--- config.mk ---
export PLATFORM = sky130hd
export DESIGN_NAME = bus_cycle_ctl
export DESIGN_NICKNAME = d
export VERILOG_FILES = /design/src/rtl/vm1_bus_pkg.sv /design/src/rtl/bus_timeout_cnt.sv /design/src/rtl/bus_cycle_ctl.sv
export SDC_FILE = /design/constraint.sdc
export NUM_CORES = 1
export LEC_CHECK = 0
export ABC_CLOCK_PERIOD_IN_PS = 1800
export BUFFER_PORTS_ARGS = -buffer_cell sky130_fd_sc_hd__buf_2
export CAP_MARGIN = 20
export CORE_ASPECT_RATIO = 0.8
export CORE_UTILIZATION = 43
export DETAILED_ROUTE_END_ITERATION = 8
export PLACE_DENSITY = 0.75
export REMOVE_ABC_BUFFERS = 1
export SKIP_CTS_REPAIR_TIMING = 1
export SYNTH_ARGS = -nofsm -noshare
export SYNTH_HDL_FRONTEND = slang
export SYNTH_SLANG_ARGS = --single-unit
--- constraint.sdc ---
create_clock -name clk -period 1.8 [get_ports clk]
set_clock_uncertainty 0.2 [all_clocks]
set_input_delay 0.18 -clock clk [delete_from_list [all_inputs] [get_ports clk]]
set_output_delay 0.18 -clock clk [all_outputs]
set_load 0.005 [all_outputs]
--- src/rtl/vm1_bus_pkg.sv ---
// Shared definitions for the VM1-style bus cycle controller: state encoding,
// timeout default and write-lane helper.
package vm1_bus_pkg;

    localparam int TIMEOUT_DEFAULT = 64;

    typedef enum logic [2:0] {
        ST_IDLE    = 3'd0,
        ST_ADDR    = 3'd1,
        ST_DATA    = 3'd2,
        ST_RELEASE = 3'd3,
        ST_ERR     = 3'd4
    } bus_state_e;

    // Byte writes replicate the low byte on both lanes; the slave picks the lane.
    function automatic logic [15:0] dout_lanes(input logic byte_acc, input logic [15:0] data);
        return byte_acc ? {data[7:0], data[7:0]} : data;
    endfunction

endpackage

--- src/rtl/bus_timeout_cnt.sv ---
// Clock-enabled reply timer: clears on clr, counts on en, flags terminal count
// one cycle before the reply window closes.
module bus_timeout_cnt
    import vm1_bus_pkg::*;
#(
    parameter int TIMEOUT = TIMEOUT_DEFAULT
) (
    input  logic clk,
    input  logic reset,
    input  logic ce,
    input  logic clr,
    input  logic en,
    output logic tc
);

    localparam int CW = $clog2(TIMEOUT + 1);

    logic [CW-1:0] cnt_q, cnt_d;

    always_comb begin
        cnt_d = cnt_q;
        if (ce) begin
            if (clr) begin
                cnt_d = '0;
            end else if (en) begin
                cnt_d = cnt_q + CW'(1);
            end
        end
    end

    always_ff @(posedge clk) begin
        if (reset) begin
            cnt_q <= '0;
        end else begin
            cnt_q <= cnt_d;
        end
    end

    assign tc = (cnt_q == CW'(TIMEOUT - 1));

endmodule

--- src/rtl/bus_cycle_ctl.sv ---
// Bus cycle sequencer between the datapath request port and a sync/reply style bus.
// state   | meaning
// IDLE    | waiting for req_rd/req_wr; latches address, data, width, direction
// ADDR    | address phase, bus_sync up, timer cleared
// DATA    | data strobe up, waiting for bus_rply or timeout
// RELEASE | strobes down, waiting for the slave to drop bus_rply
// ERR     | one-cycle buserr pulse (timeout or odd word address)
module bus_cycle_ctl
    import vm1_bus_pkg::*;
#(
    parameter int TIMEOUT = TIMEOUT_DEFAULT
) (
    input  logic        clk,
    input  logic        reset,
    input  logic        ce,
    input  logic        req_rd,
    input  logic        req_wr,
    input  logic        req_byte,
    input  logic [15:0] addr,
    input  logic [15:0] wdata,
    output logic [15:0] rdata,
    output logic        done,
    output logic        buserr,
    output logic        busy,
    output logic [15:0] bus_addr,
    output logic [15:0] bus_dout,
    input  logic [15:0] bus_din,
    output logic        bus_sync,
    output logic        bus_din_strobe,
    output logic        bus_dout_strobe,
    output logic        bus_byte,
    input  logic        bus_rply
);

    bus_state_e  state_q, state_d;
    logic        rd_q, rd_d;
    logic        byte_q, byte_d;
    logic [15:0] addr_q, addr_d;
    logic [15:0] dout_q, dout_d;
    logic [15:0] rdata_q, rdata_d;
    logic        sync_q, sync_d;
    logic        din_stb_q, din_stb_d;
    logic        dout_stb_q, dout_stb_d;
    logic        done_q, done_d;
    logic        buserr_q, buserr_d;
    logic        busy_q, busy_d;
    logic        tmr_tc;

    bus_timeout_cnt #(.TIMEOUT(TIMEOUT)) u_tmr (
        .clk   (clk),
        .reset (reset),
        .ce    (ce),
        .clr   (state_q == ST_ADDR),
        .en    (state_q == ST_DATA),
        .tc    (tmr_tc)
    );

    always_comb begin
        state_d    = state_q;
        rd_d       = rd_q;
        byte_d     = byte_q;
        addr_d     = addr_q;
        dout_d     = dout_q;
        rdata_d    = rdata_q;
        sync_d     = sync_q;
        din_stb_d  = din_stb_q;
        dout_stb_d = dout_stb_q;
        done_d     = done_q;
        buserr_d   = buserr_q;
        busy_d     = busy_q;

        if (ce) begin
            done_d = 1'b0;
            unique case (state_q)
                ST_IDLE: begin
                    if (req_rd || req_wr) begin
                        addr_d  = addr;
                        dout_d  = dout_lanes(req_byte, wdata);
                        byte_d  = req_byte;
                        rd_d    = req_rd;
                        state_d = (!req_byte && addr[0]) ? ST_ERR : ST_ADDR;
                    end
                end
                ST_ADDR: state_d = ST_DATA;
                ST_DATA: begin
                    // A reply in the terminal-count cycle still completes the transfer.
                    if (bus_rply) begin
                        if (rd_q) begin
                            rdata_d = bus_din;
                        end
                        done_d  = 1'b1;
                        state_d = ST_RELEASE;
                    end else if (tmr_tc) begin
                        state_d = ST_ERR;
                    end
                end
                ST_RELEASE: begin
                    if (!bus_rply) begin
                        state_d = ST_IDLE;
                    end
                end
                ST_ERR:  state_d = ST_IDLE;
                default: state_d = ST_IDLE;
            endcase

            sync_d     = (state_d == ST_ADDR) || (state_d == ST_DATA);
            din_stb_d  = (state_d == ST_DATA) && rd_d;
            dout_stb_d = (state_d == ST_DATA) && !rd_d;
            buserr_d   = (state_d == ST_ERR);
            busy_d     = (state_d != ST_IDLE);
        end
    end

    always_ff @(posedge clk) begin
        if (reset) begin
            state_q    <= ST_IDLE;
            rd_q       <= 1'b0;
            byte_q     <= 1'b0;
            addr_q     <= '0;
            dout_q     <= '0;
            rdata_q    <= '0;
            sync_q     <= 1'b0;
            din_stb_q  <= 1'b0;
            dout_stb_q <= 1'b0;
            done_q     <= 1'b0;
            buserr_q   <= 1'b0;
            busy_q     <= 1'b0;
        end else begin
            state_q    <= state_d;
            rd_q       <= rd_d;
            byte_q     <= byte_d;
            addr_q     <= addr_d;
            dout_q     <= dout_d;
            rdata_q    <= rdata_d;
            sync_q     <= sync_d;
            din_stb_q  <= din_stb_d;
            dout_stb_q <= dout_stb_d;
            done_q     <= done_d;
            buserr_q   <= buserr_d;
            busy_q     <= busy_d;
        end
    end

    assign rdata           = rdata_q;
    assign done            = done_q;
    assign buserr          = buserr_q;
    assign busy            = busy_q;
    assign bus_addr        = addr_q;
    assign bus_dout        = dout_q;
    assign bus_sync        = sync_q;
    assign bus_din_strobe  = din_stb_q;
    assign bus_dout_strobe = dout_stb_q;
    assign bus_byte        = byte_q;

endmodule
### After elaboration in Yosys (flattened, before gate mapping)

Cells that the tools add are included.
Widths: inputs -> output; s select.

| storage, ports and cells | value |
|---|---|
| flip-flop bits (word level) | 66 |
| logic and storage cells | 49 |
| input bits | 55 |

| cells by class | value |
|---|---|
| add/subtract/negate cells | 1 |
| reduce and logical (&&, ||, !) cells | 13 |
| multiplexer cells | 15 |
| equality and inequality tests | 7 |

Operator list:

| kind | number |
|---|---|
| $mux 3 | 6 |
| $mux 16 | 1 |
| $mux 7 | 2 |
| $pmux 3 s4 | 1 |
| $eq 3x2->1 const B | 3 |
| $add 7x1->7 const B | 1 |
| $eq 7x6->1 const B | 1 |
| $eq 3x1->1 const B | 2 |
| $mux 1 | 5 |
| $reduce_and 4->1 | 1 |
| $eq 3x3->1 const B | 1 |
| $logic_and 1x1->1 | 3 |
| $logic_not 3->1 | 1 |
| $reduce_and 3->1 | 1 |
| $reduce_bool 3->1 | 1 |
| $logic_not 1->1 | 2 |
| $logic_or 1x1->1 | 2 |
| $reduce_and 2->1 | 1 |
| $reduce_bool 2->1 | 1 |

### Longest topological paths before layout

| depth | value |
|---|---|
| depth after elaboration | 8 |
| mapped depth | 6 |
| depth with buffers taken out | 5 |

### Modules after synthesis

From an unflattened synthesis, not the netlist that was laid out.

| unflattened totals | value |
|---|---|
| cells, all modules | 311 |
| area, all modules | 2630.0 sq um |

Modules (own cells, without submodules):

| module | seq. area each (sq um) | times used | cells an instance | area an instance (sq um) |
|---|---|---|---|---|
| bus_cycle_ctl | 1181.1 | 1 | 271 | 2283.4 |
| bus_timeout_cnt | 140.1 | 1 | 40 | 346.6 |

### Worst setup path before layout

No wires, ideal clock.

| timing | value |
|---|---|
| path type | register to register |
| start point | register state_q[2] |
| end point | register dout_stb_q (netlist: bus_dout_strobe) |
| required time | 1.508 ns |
| period minus slack after synthesis | 1.679 ns |
| arrival | 1.386 ns |
| slack | 0.121 ns |
| library setup time | 0.092 ns |
| stages on the path, launching flop included | 6 |
| cells stage by stage | dfxtp_1 buf_6 or4b_4 a221oi_4 nand2b_1 o32ai_1 |

| between the ends | value |
|---|---|
| cells in the longest elaborated chain, start to end | 6 |
| elaborated cells on any way between the ends | 15 |
| classes of those cells | 4 x eq/ne; 8 x mux; 3 x reduce/logical |

RTL lines:

| item | RTL line | source |
|---|---|---|
| start, declared | bus_cycle_ctl.sv:35 | `bus_state_e state_q, state_d;` |
| start signal, assigned | bus_cycle_ctl.sv:129 | `state_q <= state_d;` |
| $mux 3 | bus_cycle_ctl.sv:93 | `end else if (tmr_tc) begin` |
| $mux 3 | bus_cycle_ctl.sv:87 | `if (bus_rply) begin` |
| $pmux 3 s4 | bus_cycle_ctl.sv:74 | `unique case (state_q)` |
| $mux 3 | bus_cycle_ctl.sv:72 | `if (ce) begin` |
| $eq 3x2->1 | bus_cycle_ctl.sv:108 | `dout_stb_d = (state_d == ST_DATA) && !rd_d;` |
| $logic_and 1x1->1 * | bus_cycle_ctl.sv:108 |  |
| end signal, assigned | bus_cycle_ctl.sv:137 | `dout_stb_q <= dout_stb_d;` |
| end, declared | bus_cycle_ctl.sv:43 | `logic dout_stb_q, dout_stb_d;` |

Every way passes the cells marked *; elsewhere a longest branch is shown, timed or not. The select of a mux whose other input is x is not followed.
A chain may end at the register's enable or synchronous reset.

### Worst setup path after layout

| timing | value |
|---|---|
| start point | register state_q[1] |
| end point | register busy_q (netlist: busy) |

| between the ends | value |
|---|---|
| cells in the longest elaborated chain, start to end | 5 |
| elaborated cells on any way between the ends | 11 |
| classes of those cells | 3 x eq/ne; 6 x mux; 2 x reduce/logical |

RTL lines:

| item | RTL line | source |
|---|---|---|
| $mux 3 | bus_cycle_ctl.sv:93 |  |
| $mux 3 | bus_cycle_ctl.sv:87 |  |
| $pmux 3 s4 * | bus_cycle_ctl.sv:74 |  |
| $mux 3 * | bus_cycle_ctl.sv:72 |  |
| $reduce_bool 3->1 * | bus_cycle_ctl.sv:110 | `busy_d = (state_d != ST_IDLE);` |
| end signal, assigned | bus_cycle_ctl.sv:140 | `busy_q <= busy_d;` |
| end, declared | bus_cycle_ctl.sv:46 | `logic busy_q, busy_d;` |

Marks and branches as above.

==> key figures <==
Min path
  • Worst min-delay path class: primary input to register

Critical path
  • Critical Path AT: 1.79 ns
  • Worst Path Buf+Inv: 0
  • Crit path cell chain: and2b_1 > o21ai_0 > a31o_2 > a311oi_1
  • Slowest library cell on the worst path: dfxtp_1
  • Critical Path Start Type: register
  • Worst stage delay on the critical path: 0.46 ns
  • Req. time, crit path: 1.86 ns
  • WS Path Type: register to register
  • Crit Path Max Fanout: 7
  • CP endpoint kind: register
  • CP top delay family: compound AO/OA/AOI/OAI gates

Placed design
  • # port buffers: 109
  • Detail Placement HPWL: 4790 um
  • Gpl congestion: 0.886
  • Placed cell area: 3360 sq um

Route
  • DRC: 0
  • Antenna viol nets, final: 0
  • 1st-iter DRT viols: 150
  • Final wirelength: 7620 um
  • WL/cell: 13.4 um
  • Pre-antenna DRT Iters: 6
  • Vias: 2845
  • Routed vias/inst: 4.99

CTS
  • TritonCTS Sinks: 66
  • Max clock buf depth: 2
  • H-tree lvl count: 3
  • Clock Tree Root: clkbuf_8
  • Clk pin slew, worst setup/hold paths: 0.07 ns
  • Worst skew pair latency: 0.34 ns
  • Num CTS Buffers: 9
  • CTS tree: built

Pwr
  • Max VDD drop: 0.511 mV
  • Clock group share of total power: 38.8%
  • Psw: 948 uW
  • Sw Share: 26.2%
  • Comb power frac: 17.0%
  • Pwr Density: 892 nW/um^2
  • Internal power: 2680 uW
  • Share of power burned in registers: 44.2%
  • Static Leak: 0.00176 uW

Global route
  • Initial antenna violation count: 0
  • Vias in the first global route: 2371
  • Pin count of the biggest net entering global routing: 41
  • Global-route wire length before repair: 10800 um
  • Grt ovf: 0
  • Gr usage total: 20.6%

STA
  • Tightest hold margin: -0.0120 ns
  • Least-Margin Pin Slew: 0.355 ns
  • Slew Viols, Final: 0
  • Period Utilization, post-route: 96.1%
  • RSZ-0062 raised after global routing: true
  • Count of endpoints failing setup in the final report: 0
  • Fmax: 578 MHz
  • Hold Vio Cnt, Final: 2
  • Worst relative slew slack: 76.1%
  • Time the worst path needs with I/O delays and setup: 1.73 ns

Die
  • Die Span Y: 73.1 um
  • Initial Util: 45.2%
  • Std-Cell Rows: 25
  • Core ar.: 6010 sq um
  • Die extent in x: 90.8 um
  • Die Area: 6640 sq um
  • I/O pins: 110

Logic synthesis
  • Register area share after synthesis: 48.7%
  • Fraction of registers with async set/reset: 0%
  • FF+latch count, synth: 66
  • Yosys cell types: 42
  • Most common flop cell mapped by yosys: dfxtp_1
  • Avg Synthesized Cell Area: 8.23 sq um
  • Dominant cells by area after synthesis: dfxtp_1 49%, nand2_1 13%, a21oi_1 9.0%
  • Yosys top cell area share: 48.7%
  • Syn Inst Count: 330
  • Synth warnings: 0
  • Area leader, netlist: dfxtp_1
  • EDFF count, synth: 0
  • Post-synth design cell area: 2720 sq um

Cells and area
  • Design area: 4060 sq um
  • Post-Route Utilization: 67.6%
  • Layout cells sized above 1: 30.7%
  • Layout area overhead: 49.6%
  • Nets@finish: 540
  • Commonest non-fill, non-tap cell in the layout: buf_2
  • Commonest non-fill, non-tap cells in the layout: 109 x buf_2, 91 x nand2_1, 65 x dfxtp_1, 49 x a21oi_1, 46 x dlygate4sd3_1
  • N_diodes: 0

Run status
  • Status: finished, violations left
  • Failing checks: negative hold slack

Job
  • Max-cap violations: 0
area by class of cell:
type / count / area [sq um]
Clock buffer: 10 / 138
Clock inverter: 6 / 90.1
Tap cell: 81 / 101
Sequential cell: 66 / 1320
Timing Repair Buffer: 166 / 1110
Multi-Input combinational cell: 238 / 1290
Inverter: 3 / 11.3
Fill cell: 499 / 1940
logic make-up after synthesis:
logic type,count (synthesis),synth area share [%]
DFF,66,48.7
xor gates and xnor gates,4,1.29
adders and majority gates,1,0.461
and+or+nand+nor,145,24.3
muxes,8,2.95
AOI/OAI and AO/OA,80,17.7
buffers and inverters,26,4.56
power by group through the flow:
stage	Clock, uW	Combinational, uW	Sequential (uW)
global placement	0	520	1620
detailed placement	0	525	1630
finish	1410	616	1600
global route	1520	680	1610
CTS	1450	527	1600
floorplan	0	236	1640
synth_stat cells (2+ instances only):
library cell / instances
nor2b_1: 3
a211oi_1: 9
a21oi_1: 49
nand3_1: 3
xnor2_1: 4
or2_2: 3
nand4b_1: 2
inv_1: 3
nand2_1: 91
dfxtp_1: 66
buf_2: 8
buf_6: 2
nor4_1: 2
and2b_1: 2
clkbuf_1: 12
nor3b_1: 2
a31oi_1: 2
o21ai_0: 9
a311oi_1: 2
nand2b_1: 4
nor2_1: 19
nor3_1: 4
nand3b_1: 2
and4_1: 2
mux2i_1: 8
sequential cells by signal, indices dropped and copies added (netlist names):
name	count
bus_sync	1
rd_q	1
done	1
bus_dout_strobe	1
buserr	1
busy	1
bus_addr	16
state_q	3
u_tmr.cnt_q	7
bus_din_strobe	1
bus_dout	16
rdata	16
bus_byte	1
final timing paths:
check	startpoint	slack, ns	cells past startpoint	to
hold / removal	wdata[10]	-0.01	3	bus_dout[10]$_SDFFE_PP0P_
setup / recovery	state_q[1]$_SDFFE_PP0P_	0.07	4	busy$_SDFFE_PP0P_
hold reg to reg	bus_dout[1]$_SDFFE_PP0P_	0.25	2	bus_dout[1]$_SDFFE_PP0P_
setup reg to reg	state_q[1]$_SDFFE_PP0P_	0.07	4	busy$_SDFFE_PP0P_
routing by layer:
layer  vias up  GRT usage, %  routed length, um
li1       1432             -                  -
met3         8          8.44                510
met5         -             0                  0
met1      1306          26.3               3490
met4         0          7.05                 58
met2        99          31.7               3550
worst register-to-register path: cells and delay by family (launching register included):
| family | cells | cell delay (ns) |
|---|---|---|
| AOI/OAI and AO/OA | 3 | 0.73 |
| DFF | 1 | 0.46 |
| and+or+nand+nor | 1 | 0.26 |
metrics by stage:
step | hold WS (ns) | instances | worst slack (ns) | total power (uW) | TNS, ns
global route | 0.00487 | 570 | -0.00436 | 3810 | -0.00436
CTS | -0.152 | 524 | -0.00260 | 3570 | -0.00260
global placement | 0.221 | 508 | 0.0377 | 2140 | 0
finish | -0.0120 | 570 | 0.0710 | 3620 | 0
floorplan | 0.0491 | 307 | -0.369 | 1880 | -10.77
detailed placement | 0.228 | 508 | 0.0129 | 2150 | 0
Power figures use the tool's default switching activity.
